<file path="config.mk">
export PLATFORM = sky130hd
export DESIGN_NAME = jt12_ch_wr_flat
export DESIGN_NICKNAME = d
export VERILOG_FILES = /design/src/rtl/jt12_ch_wr_if.sv /design/src/rtl/jt12_ch_wr.sv /design/src/flat_wrapper.sv
export SDC_FILE = /design/constraint.sdc
export NUM_CORES = 1
export LEC_CHECK = 0
export CAP_MARGIN = 30
export CELL_PAD_IN_SITES_DETAIL_PLACEMENT = 1
export CELL_PAD_IN_SITES_GLOBAL_PLACEMENT = 1
export CORE_MARGIN = 2
export CORE_UTILIZATION = 40
export DETAILED_ROUTE_END_ITERATION = 6
export PLACE_DENSITY = 0.95
export SLEW_MARGIN = 20
export SYNTH_ARGS = -nofsm -noshare
export SYNTH_HDL_FRONTEND = slang
export SYNTH_SLANG_ARGS = --single-unit
</file>
<file path="constraint.sdc">
create_clock -name clk -period 4.09 [get_ports clk]
set_input_delay 0.6135 -clock clk [delete_from_list [all_inputs] [get_ports clk]]
set_output_delay 0.6135 -clock clk [all_outputs]
set_load 0.05 [all_outputs]
</file>
<file path="src/rtl/jt12_ch_wr_if.sv">
// rtl/jt12_ch_wr_if.sv - CPU-side write bus for the channel register front end
interface jt12_ch_wr_if;
    logic       write;
    logic [1:0] addr;
    logic [7:0] din;
    logic       busy;

    modport master (output write, addr, din, input busy);
    modport slave  (input write, addr, din, output busy);
endinterface

</file>
<file path="src/rtl/jt12_ch_wr.sv">
// rtl/jt12_ch_wr.sv - channel register write decoder (A0h-B6h) with write-busy counter
// Address writes latch the register/part; data writes raise one-cycle update strobes.
module jt12_ch_wr #(
    parameter int NUM_CH      = 6,
    parameter int BUSY_CYCLES = 32
) (
    input  logic              clk,
    input  logic              rst,
    input  logic              cen,
    jt12_ch_wr_if.slave       bus,
    output logic [2:0]        up_ch,
    output logic [5:0]        latch_fnum,
    output logic              up_fnumlo,
    output logic              up_alg,
    output logic              up_pms,
    output logic [7:0]        dout
);
    localparam logic [5:0] BUSY_LOAD = 6'(BUSY_CYCLES);
    localparam logic       PART_EN   = (NUM_CH != 3);

    logic [7:0] sel_reg;
    logic       sel_part;
    logic [5:0] busy_cnt;

    logic       addr_wr;
    logic       data_wr;
    logic [1:0] ch_idx;
    logic       ch_valid;
    logic [2:0] tgt_ch;
    logic       hit_fnumlo;
    logic       hit_latch;
    logic       hit_alg;
    logic       hit_pms;

    // Registers are grouped in fours: bits [7:2] pick the group, [1:0] the channel.
    always_comb begin
        addr_wr    = bus.write & ~bus.addr[0];
        data_wr    = bus.write &  bus.addr[0];
        ch_idx     = sel_reg[1:0];
        ch_valid   = (ch_idx != 2'd3);
        tgt_ch     = sel_part ? ({1'b0, ch_idx} + 3'd3) : {1'b0, ch_idx};
        hit_fnumlo = data_wr & ch_valid & (sel_reg[7:2] == 6'b101000);
        hit_latch  = data_wr & ch_valid & (sel_reg[7:2] == 6'b101001);
        hit_alg    = data_wr & ch_valid & (sel_reg[7:2] == 6'b101100);
        hit_pms    = data_wr & ch_valid & (sel_reg[7:2] == 6'b101101);
    end

    always_ff @(posedge clk) begin
        if (rst) begin
            sel_reg    <= 8'd0;
            sel_part   <= 1'b0;
            up_ch      <= 3'd0;
            latch_fnum <= 6'd0;
            up_fnumlo  <= 1'b0;
            up_alg     <= 1'b0;
            up_pms     <= 1'b0;
            dout       <= 8'd0;
        end else begin
            up_fnumlo <= hit_fnumlo;
            up_alg    <= hit_alg;
            up_pms    <= hit_pms;
            if (addr_wr) begin
                sel_reg  <= bus.din;
                sel_part <= bus.addr[1] & PART_EN;
            end
            if (hit_latch) begin
                latch_fnum <= bus.din[5:0];
            end
            // Channel and data only move with a strobe so they hold between updates.
            if (hit_fnumlo | hit_alg | hit_pms) begin
                up_ch <= tgt_ch;
                dout  <= bus.din;
            end
        end
    end

    // A load takes priority over a coincident cen so the full count is always seen.
    always_ff @(posedge clk) begin
        if (rst) begin
            busy_cnt <= 6'd0;
        end else if (data_wr) begin
            busy_cnt <= BUSY_LOAD;
        end else if (cen && busy_cnt != 6'd0) begin
            busy_cnt <= busy_cnt - 6'd1;
        end
    end

    assign bus.busy = (busy_cnt != 6'd0);
endmodule
</file>
<file path="src/flat_wrapper.sv">
// flat-port wrapper written by rule: the top's interface ports become plain ports
module jt12_ch_wr_flat 
#(
    parameter int NUM_CH      = 6,
    parameter int BUSY_CYCLES = 32
)
  (clk, rst, cen, up_ch, latch_fnum, up_fnumlo, up_alg, up_pms, dout, bus_write, bus_addr, bus_din, bus_busy);
  jt12_ch_wr_if bus_i ();
  input  logic clk;
  input  logic rst;
  input  logic cen;
  output logic [2:0] up_ch;
  output logic [5:0] latch_fnum;
  output logic up_fnumlo;
  output logic up_alg;
  output logic up_pms;
  output logic [7:0] dout;
  input wire logic [$bits(bus_i.write)-1:0] bus_write;
  input wire logic [$bits(bus_i.addr)-1:0] bus_addr;
  input wire logic [$bits(bus_i.din)-1:0] bus_din;
  output wire logic [$bits(bus_i.busy)-1:0] bus_busy;
  assign bus_i.write = bus_write;
  assign bus_i.addr = bus_addr;
  assign bus_i.din = bus_din;
  assign bus_busy = bus_i.busy;
  jt12_ch_wr #(.NUM_CH(NUM_CH), .BUSY_CYCLES(BUSY_CYCLES)) u_core (.clk(clk), .rst(rst), .cen(cen), .bus(bus_i), .up_ch(up_ch), .latch_fnum(latch_fnum), .up_fnumlo(up_fnumlo), .up_alg(up_alg), .up_pms(up_pms), .dout(dout));
endmodule
</file>
==> results of run 1 <==
-- per-layer routing --
metal  global-route usage [%]  vias up
li1                         -      615
met4                    5.469        0
met3                    4.940        6
met5                        0        -
met2                    37.88       31
met1                    21.34      612
-- worst min-delay path, delay by kind of cell, from the launching register on --
family,cells,cell delay (ns)
flip-flops,1,0.31
AND/OR/NAND/NOR,1,0.05
AO/OA/AOI/OAI,1,0.05
-- per-stage QoR --
| stage | std cells | hold WS, ns | instance area [um^2] | power [mW] | setup slack [ns] |
|---|---|---|---|---|---|
| after CTS | 245 | 0.4649 | 1988 | 0.8020 | 1.397 |
| after detailed placement | 238 | 0.4550 | 1901 | 0.5519 | 1.666 |
| after floorplan | 162 | 0.4318 | 1531 | 0.4944 | 2.373 |
| after global placement | 238 | 0.4396 | 1901 | 0.5370 | 1.815 |
| final | 245 | 0.4615 | 1988 | 0.7941 | 1.421 |
| after global routing | 245 | 0.4918 | 1988 | 0.8350 | 1.272 |
-- worst max path at each step --
| stage | start | to | slack (ns) | cells after the start |
|---|---|---|---|---|
| after floorplan | u_core.busy_cnt[0] | bus_busy | 2.37 | 4 |
| after global placement | bus_write | u_core.up_ch[2] | 1.82 | 4 |
| after detailed placement | bus_write | u_core.up_ch[1] | 1.67 | 4 |
| after CTS | u_core.busy_cnt[0] | bus_busy | 1.40 | 5 |
| after global routing | u_core.busy_cnt[0] | bus_busy | 1.27 | 5 |
| final | u_core.busy_cnt[0] | bus_busy | 1.42 | 5 |
-- cells in the final DEF (no fill, tap or decap), types with 3 or more instances in the layout --
| cell type | netlist | layout |
|---|---|---|
| inv_1 | 4 | 4 |
| mux2i_1 | 18 | 18 |
| dfxtp_1 | 35 | 35 |
| a21oi_1 | 10 | 10 |
| nand2_1 | 27 | 27 |
| ha_1 | 4 | 4 |
| clkdlybuf4s50_1 | 0 | 34 |
| nand2b_1 | 27 | 27 |
| a21boi_0 | 3 | 3 |
| clkbuf_8 | 1 | 6 |
-- logic make-up after synthesis --
group / count (synthesis) / share of synthesized area [%]
and+or+nand+nor: 70 / 25.33
DFF: 35 / 45.75
AOI/OAI and AO/OA: 23 / 9.804
muxes: 18 / 11.76
buffers and inverters: 11 / 3.512
adders and majority gates: 4 / 3.268
xor gates and xnor gates: 1 / 0.5720
-- area by class of cell --
| type | count | area, um^2 |
|---|---|---|
| Clock inverter | 1 | 5.005 |
| Multi-Input combinational cell | 116 | 777.0 |
| Timing Repair Buffer | 35 | 347.8 |
| Clock buffer | 6 | 82.58 |
| Fill cell | 425 | 1673 |
| Inverter | 4 | 15.01 |
| Tap cell | 48 | 60.06 |
| Sequential cell | 35 | 700.7 |
-- power by group --
part / switching [mW] / internal [mW] / leakage (nW)
sequential: 0.0173 / 0.358 / 0.284
combinational: 0.0952 / 0.0745 / 0.402
clock: 0.117 / 0.132 / 0.0470
total: 0.230 / 0.564 / 0.733
==> impl_metrics.tcl, run 1 <==
set metrics [dict create \
    synthCells 162 \
    period_needed_ns 2.669 \
    cp-end-kind "output port" \
    route.met2.wl_um 2050 \
    postCtsHoldBufs 0 \
    clockBufferDepth 2 \
    slew_headroom_pct 53.17 \
    p_leak_nw 0.7330 \
    maxCapViolCount 0 \
    synth_area_per_cell_um2 9.454 \
    path_class "reg -> out" \
    fp.coreArea_um2 3661 \
    antenna_left 0 \
    antenna_cells 0 \
    clock.fmax_ghz 0.3747 \
    drt-initial-drc-count 54 \
    layout.nets 215 \
    synth_async_sr_flop_share_pct 0 \
    finalClockSkew_ns 0.005450 \
    fin_crit_sh_pct 65.25 \
    cp.required_ns 3.48 \
    synth_ff_type "dfxtp_1" \
    insertion_delay_ns 0.28 \
    clkSinkCount 35 \
    cts_resized 0 \
    hpwl_um 2827 \
    worstReg2RegEnd "u_core.up_ch[1]" \
    wl_um 3822 \
    grt_pass1_wl_um 6375 \
    place.gp.congestion 0.7439 \
    yosysMostFrequentCell "dfxtp_1" \
    slowest_stage "clkdlybuf4s50_1" \
    setup_tns_ns 0 \
    die-area_um2 4340 \
    wl_met3_um 163 \
    drive_gt1_share_pct 6.599 \
    crit_fanout 5 \
    grt-ovfl-total 0 \
    wl_per_cell_um 15.60 \
    yosysSeqAreaShare_pct 45.75 \
    drcViolationCount 0 \
    firstDrtPassIters 4 \
    cp_cell_sequence "inv_1, ha_1, nor2b_1, nand2_1, clkdlybuf4s50_1" \
    syn_to_final_growth_pct 29.82 \
    pin_count 35 \
    yosysUniqueCellTypes 33 \
    cts_made_buffers 5 \
    wl_met1_um 1560 \
    finalSetupViolCount 0 \
    numPortBuffers 34 \
    hold_depth 2 \
    antenna_found_initial 0 \
    clk_pin_slew_ns 0.07 \
    cts_tree "done" \
    vias 1264 \
    hp-class "reg -> reg" \
    final-max-slew-violation-count 0 \
    worst_pin_slew_ns 0.7024 \
    rsz0062_at_grt "false" \
    crit_buf_inv 2 \
    post_cts_buffers 0 \
    yosysTopAreaCellShare_pct 45.75 \
    synth_edf_count 0 \
    final_util_pct 54.31 \
    whs_endpoint "u_core.sel_reg[6]" \
    crit_arrival_ns 2.06 \
    die_h_um 65.88 \
    grt_pass1_vias 1343 \
    power.density_nw_per_um2 399.4 \
    yosysTopAreaCell "dfxtp_1" \
    r2r-start "u_core.sel_reg[0]" \
    critPathTopFamily "buffers and inverters" \
    yosys_register_bits 35 \
    grt_max_degree 42 \
    synth_nets 180 \
    netlist_area_um2 1531 \
    rows 22 \
    die_w_um 65.88 \
    grt_usage_pct 19.84 \
    r2r_slack_ns 2.27 \
    root_buffer "clkbuf_8" \
    highest_layer "met4" \
    start_util_pct 41.83 \
    routed_via_density 5.159 \
    htree_levels 2 \
    reg2reg_depth 4 \
    status "complete, no violations" \
    synth_area_leaders "dfxtp_1 46%, mux2i_1 12%, nand2b_1 11%" \
    cpPeakStageDelay_ns 0.72 \
    critPathLaunchType "flip-flop" \
    yosys_warnings 0 \
    vdd_drop_max_mv 0.3317 \
    hold_violations 0 \
    synth_commonest_cells "35 x dfxtp_1, 27 x nand2_1, 27 x nand2b_1, 18 x mux2i_1, 10 x a21oi_1" \
    min_from "u_core.sel_reg[6]" \
]
No activity file was read; power rests on OpenSTA's default activity.
==> inputs of run 2 (changes only) <==
--- a/config.mk
+++ b/config.mk
@@ -9,9 +9,9 @@
 export CELL_PAD_IN_SITES_DETAIL_PLACEMENT = 1
 export CELL_PAD_IN_SITES_GLOBAL_PLACEMENT = 1
 export CORE_MARGIN = 2
-export CORE_UTILIZATION = 40
+export CORE_UTILIZATION = 33
 export DETAILED_ROUTE_END_ITERATION = 6
-export PLACE_DENSITY = 0.95
+export PLACE_DENSITY = 0.86
 export SLEW_MARGIN = 20
 export SYNTH_ARGS = -nofsm -noshare
 export SYNTH_HDL_FRONTEND = slang
==> constraint.sdc (replaced) <==
create_clock -name clk -period 2.3 [get_ports clk]
set_input_delay 0.345 -clock clk [delete_from_list [all_inputs] [get_ports clk]]
set_output_delay 0.345 -clock clk [all_outputs]
set_load 0.05 [all_outputs]
==> impl_metrics.tcl, run 2 (synthesis results as in run 1) <==
set metrics [dict create \
    status "complete, no violations" \
    internal_power_mw 0.9717 \
    routed_via_density 4.902 \
    start_util_pct 34.69 \
    grt.met2_usage_pct 23.14 \
    antenna_found_initial 0 \
    power_frac_comb_pct 21.0 \
    top_usage_layer "met2" \
    period_needed_ns 1.863 \
    min_from "u_core.sel_reg[3]" \
    rsz0062_at_grt "false" \
    antenna_left 0 \
    worstReg2RegEnd "u_core.dout[1]" \
    p_sw_mw 0.4175 \
    p_leak_nw 0.7558 \
    cts_tree "done" \
    cts_resized 0 \
    grt_usage_pct 13.89 \
    cp.required_ns 1.96 \
    drt-initial-drc-count 44 \
    drive_gt1_share_pct 9.406 \
    dp.cells 246 \
    syn_to_final_growth_pct 31.70 \
    grt_util_met3_pct 2.917 \
    htree_levels 2 \
    maxCapViolCount 0 \
    finalClockSkew_ns 0.008039 \
    wl_um 3373 \
    worst_pin_slew_ns 0.5114 \
    crit_arrival_ns 1.52 \
    die-area_um2 5202 \
    post_cts_buffers 0 \
    rows 24 \
    critPathLaunchType "flip-flop" \
    r2r_slack_ns 0.79 \
    numPortBuffers 34 \
    r2r-start "u_core.sel_reg[0]" \
    p_seq_share_pct 47.8 \
    insertion_delay_ns 0.29 \
    vdd_drop_max_mv 0.4307 \
    met1_usage_pct 17.18 \
    antenna_cells 0 \
    vias 1245 \
    reg2reg_depth 5 \
    crit_fanout 5 \
    grt_max_degree 41 \
    clock.fmax_ghz 0.5368 \
    slew_headroom_pct 65.80 \
    clock_power_share_pct 31.3 \
    die_w_um 72.13 \
    cts_made_buffers 5 \
    fin_crit_sh_pct 81.00 \
    fp.coreArea_um2 4414 \
    grt-ovfl-total 0 \
    firstDrtPassIters 3 \
    dp_slack_ns 0.3176 \
    whs_endpoint "u_core.sel_reg[3]" \
    clk_pin_slew_ns 0.07 \
    cp-end-kind "output port" \
    swShare_pct 30.05 \
    power.total_mw 1.389 \
    setup_tns_ns 0 \
    most-common-layout-cells "35 x dfxtp_1, 33 x clkdlybuf4s50_1, 27 x nand2_1, 27 x nand2b_1, 18 x mux2i_1" \
    path_class "reg -> out" \
    layout_commonest_cell "dfxtp_1" \
    postCtsHoldBufs 0 \
    pin_count 35 \
    clockBufferDepth 2 \
    power.density_nw_per_um2 688.8 \
    layout.nets 219 \
    hpwl_um 2464 \
    final_util_pct 45.69 \
    hp-class "reg -> reg" \
    setup_ws_ns 0.4370 \
    die_h_um 72.13 \
    clkSinkCount 35 \
    grt_pass1_wl_um 5575 \
    grt_pass1_vias 1221 \
    drcViolationCount 0 \
    final-max-slew-violation-count 0 \
    root_buffer "clkbuf_8" \
    hold_violations 0 \
    finalSetupViolCount 0 \
    place.gp.congestion 0.7015 \
    hold_depth 2 \
    wl_per_cell_um 13.28 \
    finalNonFillerCells 254 \
]
run 2: cell types whose count changed in the layout (fill, tap and decap cells not counted), sizes merged:
cell,change
buf,+5
clkdlybuf4s50,-1
clkinv,+2
clkbuf,-1
run 2: per-layer routing:
| layer | wire [um] | up-vias | part of all wire (%) |
|---|---|---|---|
| met4 | 57 | 0 | 1.7 |
| met5 | 0 | - | 0 |
| met3 | 134 | 8 | 4.0 |
| li1 | - | 625 | - |
| met2 | 1644 | 27 | 49 |
| met1 | 1537 | 585 | 46 |
run 2: cell type report:
type	count	area [um^2]
clock buffer	5	68.82
clock inverter	3	15.01
fill	513	2397
inverter	4	15.01
multi-input combinational	116	777.0
sequential	35	700.7
tap	52	65.06
timing repair buffer	39	375.4
run 2: critical path, cell delays in order (launching register included):
cell,delay (ns)
dfxtp_1,0.33
inv_1,0.10
ha_1,0.16
nor2b_1,0.32
nand2_1,0.11
buf_4,0.21
run 2: power groups by stage:
stage | Clock (mW) | Combinational (mW) | Sequential [mW]
detailed placement | 0 | 0.291 | 0.677
global placement | 0 | 0.284 | 0.677
finish | 0.434 | 0.291 | 0.664
global route | 0.470 | 0.318 | 0.668
CTS | 0.450 | 0.293 | 0.664
floorplan | 0 | 0.208 | 0.671
run 2: how the worst max path moves through the flow:
stage | slack (ns) | startpoint | to
final | 0.44 | u_core.busy_cnt[0] | bus_busy
after global routing | 0.36 | u_core.busy_cnt[0] | bus_busy
after CTS | 0.42 | u_core.busy_cnt[0] | bus_busy
after detailed placement | 0.32 | cen | u_core.busy_cnt[5]
after global placement | 0.36 | cen | u_core.busy_cnt[5]
after floorplan | 0.85 | u_core.busy_cnt[0] | bus_busy
run 2: metrics by stage:
stage	hold WS (ns)	area [um^2]
CTS	0.4605	2017
global placement	0.4428	1933
floorplan	0.4318	1531
global route	0.4870	2017
detailed placement	0.4502	1933
finish	0.4590	2017
